$ cat src/rtl/round_ctrl.sv
`default_nettype none
// ============================================================================
// Module   : round_ctrl
// Brief    : Round sequencer for the p12 / p6 permutation. Produces the round
//            index, the input-mux select, the state-register write enable and
//            a one-cycle completion pulse.
// Revision : 1.0  initial release
// ============================================================================
module round_ctrl #(
  parameter int ROUNDS_FULL = 12,
  parameter int ROUNDS_HALF = 6
) (
  input  logic       clock_i,
  input  logic       reset_i,
  input  logic       start_i,
  input  logic       mode_i,
  output logic       ready_o,
  output logic [3:0] round_o,
  output logic       init_sel_o,
  output logic       en_reg_state_o,
  output logic       done_o
);

  // Last round index of either permutation, and first round index of p6.
  localparam logic [3:0] LAST_ROUND = 4'(ROUNDS_FULL - 1);
  localparam logic [3:0] HALF_START = 4'(ROUNDS_FULL - ROUNDS_HALF);

  typedef enum logic [1:0] {
    IDLE = 2'd0,
    RUN  = 2'd1,
    DONE = 2'd2
  } state_t;

  state_t state;

  // The selected mode is captured at acceptance purely through the starting
  // round value: p6 begins part-way through the index range and both modes
  // finish on the same last index, so no separate mode flag is needed to
  // steer the run once it has started.

  // Sequencer FSM with all outputs registered.
  always_ff @(posedge clock_i) begin
    if (reset_i) begin
      state          <= IDLE;
      round_o        <= 4'd0;
      ready_o        <= 1'b1;
      init_sel_o     <= 1'b0;
      en_reg_state_o <= 1'b0;
      done_o         <= 1'b0;
    end else begin
      case (state)
        IDLE: begin
          done_o <= 1'b0;
          if (start_i) begin
            state          <= RUN;
            round_o        <= mode_i ? HALF_START : 4'd0;
            ready_o        <= 1'b0;
            init_sel_o     <= 1'b1;
            en_reg_state_o <= 1'b1;
          end else begin
            round_o        <= 4'd0;
            ready_o        <= 1'b1;
            init_sel_o     <= 1'b0;
            en_reg_state_o <= 1'b0;
          end
        end

        RUN: begin
          // External state is only taken in the first round of a run.
          init_sel_o <= 1'b0;
          ready_o    <= 1'b0;
          // ">=" keeps the index from ever running past the last round.
          if (round_o >= LAST_ROUND) begin
            state          <= DONE;
            round_o        <= 4'd0;
            en_reg_state_o <= 1'b0;
            done_o         <= 1'b1;
          end else begin
            round_o        <= round_o + 4'd1;
            en_reg_state_o <= 1'b1;
            done_o         <= 1'b0;
          end
        end

        DONE: begin
          // Single-cycle completion pulse, then back to idle.
          state          <= IDLE;
          round_o        <= 4'd0;
          ready_o        <= 1'b1;
          init_sel_o     <= 1'b0;
          en_reg_state_o <= 1'b0;
          done_o         <= 1'b0;
        end

        default: begin
          state          <= IDLE;
          round_o        <= 4'd0;
          ready_o        <= 1'b1;
          init_sel_o     <= 1'b0;
          en_reg_state_o <= 1'b0;
          done_o         <= 1'b0;
        end
      endcase
    end
  end

endmodule
`default_nettype wire

$ cat config.mk
export PLATFORM = sky130hd
export DESIGN_NAME = round_ctrl
export DESIGN_NICKNAME = d
export VERILOG_FILES = /design/src/rtl/round_ctrl.sv
export SDC_FILE = /design/constraint.sdc
export NUM_CORES = 1
export LEC_CHECK = 0
export CORE_AREA = 4 4 41 43
export CTS_BUF_LIST = sky130_fd_sc_hd__clkbuf_8
export CTS_CLUSTER_SIZE = 28
export DETAILED_ROUTE_END_ITERATION = 10
export DIE_AREA = 0 0 45 47
export HOLD_SLACK_MARGIN = 0.1
export SLEW_MARGIN = 10
export SYNTH_ARGS = -nofsm -noshare
export SYNTH_HDL_FRONTEND = slang
export SYNTH_SLANG_ARGS = --single-unit
export TNS_END_PERCENT = 5
$ cat constraint.sdc
create_clock -name clock_i -period 1.6 [get_ports clock_i]
set_input_delay 0.24 -clock clock_i [delete_from_list [all_inputs] [get_ports clock_i]]
set_output_delay 0.24 -clock clock_i [all_outputs]
set_load 0.02 [all_outputs]
==> out/summary.txt <==
Critical Path End Type - output pin
WL per Instance - 10.7 um
synth top area cells - dfxtp_1 (58%), o32ai_1 (5.1%), o21ai_0 (4.3%)
largest stage delay on the critical path - 0.63 ns
Final Setup Violations - 0
Antenna diodes - 0
Fillers - 146
clk_lat worst skew - 0.23 ns
1st-iter DRT viols - 2
area of the mapped netlist - 347 um2
# Max-Cap Violations - 0
CTS Root Buffer Type - clkbuf_8
CTS sink count - 10
# Post-CTS Setup Buffers - 0
IO Port Bufs - 11
Initial Utilization - 26.6%
first-pass GRT wire length - 1090 um
WL final - 642 um
cts hold-fix bufs - 0
clk slew on worst S/H paths - 0.05 ns
CP startpoint kind - flop
vias per cell - 4.35
critical path class - flop to output pin
Mapped Nets - 36
synthesized area per cell - 11.2 um2
post_cts resized - 0
Min-Delay Path Class - flop to flop
count leader, synth - dfxtp_1
min Tclk post-route - 1.50 ns
GP Congestion - 0.675
area grow syn2layout - 49.8%
fraction of layout instances using a drive strength above 1 - 11.1%
CTS Buf Count - 3
final hold vios - 0
grt ovf - 0
status - finished clean
post-synth top area share - 57.8%
Synth area leader - dfxtp_1
Worst EP required - 1.36 ns
RSZ-0062 raised after global routing - false
Die H - 47 um
pwr dens - 1240 nW/um2
Worst Tran Pin Value - 0.229 ns
largest net degree at the start of global routing - 9
final routed DRC violation total - 0
post-synthesis register bit count - 10
relative slew slack - 84.7%
Critical Path, Cell by Cell - clkdlybuf4s50_1
Synth Instances - 31
H-Tree Depth - 1
Global Route Usage Sum - 7.69%
maximum clock frequency - 667 MHz
Leakage Power - 0.202 nW
chip width - 45 um
CP bufs+invs - 1
IO Count - 12
period utilization - 93.7%
top_reg_cell synth - dfxtp_1
hold slack - 0.454 ns
# nets final - 51
Clock Skews - 0.00607 ns
FFs w/ async S/R, synth - 0%
VDD IR max - 0.000756 V
CTS tree - built
Post-synth EDFFs - 0
final setup TNS - 0 ns
CP max-delay cell - clkdlybuf4s50_1
most frequent cells after synthesis - dfxtp_1 (10), inv_1 (3), o21ai_0 (3), nor2b_1 (2), o32ai_1 (2)
CORE AREA - 1300 um2
CP Max Fanout - 5
Design Power - 0.646 mW
Seq/Total Area, Yosys - 57.8%
vias in the first global route - 265
Top delay family on crit path - buffers and inverters
fin. max-slew vios - 0
Netlist cell types - 16
drt pass-1 iters - 2
Max clock buf depth - 2
DIE AREA - 2120 um2
Synth Warn # - 0
# rows - 13
critical path data arrival time - 1.26 ns
Vias - 261
post-route ant nets - 0
initial antenna violation count - 0
==> per-layer routing <==
metal	share of wire, %	vias to the layer above	GRT usage, %	wire length, um
met1	44	115	9.20	285
met5	0	-	0	0
met2	46	9	10.2	296
li1	-	135	-	-
met4	1.9	0	5.26	12
met3	7.3	2	4.60	47
==> through the flow <==
stage / instances / worst slack, ns / area [um2] / util [%]
floorplan: 31 / 0.343 / 347 / -
global placement: 56 / 0.0676 / 464 / 35.7
CTS: 60 / 0.0853 / 519 / 39.9
global route: 60 / 0.0357 / 519 / 39.9
finish: 60 / 0.101 / 519 / 39.9
detailed placement: 56 / 0.0367 / 464 / 35.7
==> sequential cells by signal, summed over array words and instances, names as in the netlist <==
signal / cells
round_o: 4
state: 2
done_o: 1
en_reg_state_o: 1
init_sel_o: 1
ready_o: 1
==> final cells by class <==
| type | count | area, um2 | area share [%] |
|---|---|---|---|
| Sequential cell | 10 | 200 | 38.6 |
| Multi-Input combinational cell | 17 | 124 | 23.9 |
| Timing Repair Buffer | 11 | 110 | 21.2 |
| Clock buffer | 4 | 55.1 | 10.6 |
| Tap cell | 15 | 18.8 | 3.61 |
| Inverter | 3 | 11.3 | 2.17 |
==> logic make-up (layout without fill, tap and decap cells) <==
kind of cell             count (synthesis)  in the layout  share of synthesized area [%]
AO/OA/AOI/OAI                            7              7                           13.0
adder cells (fa/ha/maj)                  1              1                           3.61
XOR/XNOR                                 1              1                           2.53
buffers and inverters                    4             18                           6.50
flip-flops                              10             10                           57.8
AND/OR/NAND/NOR                          8              8                           16.6
==> power by group <==
part	switching, mW	internal [mW]	total, mW
clock network	0.0879	0.215	0.303
registers	0.00911	0.265	0.274
logic	0.0330	0.0353	0.0684
==> cell usage in the layout, fill, tap and decap left out, drive strengths merged <==
cell / count
a21oi: 1
clkbuf: 4
clkdlybuf4s50: 11
dfxtp: 10
ha: 1
inv: 3
nand4b: 1
nor2: 1
nor2b: 2
nor3: 1
o21a: 1
o21ai: 3
o32ai: 2
or3b: 2
or4b: 1
xnor2: 1
==> worst paths after layout <==
kind / start / end / slack, ns / depth (start not counted)
setup reg to reg: round_o[0] / round_o[3] / 0.37 / 3
hold / removal: state[0] / ready_o / 0.45 / 1
setup / recovery: round_o[2] / round_o[2] / 0.10 / 1
hold reg to reg: state[0] / ready_o / 0.45 / 1
(Power assumes the default switching activity.)
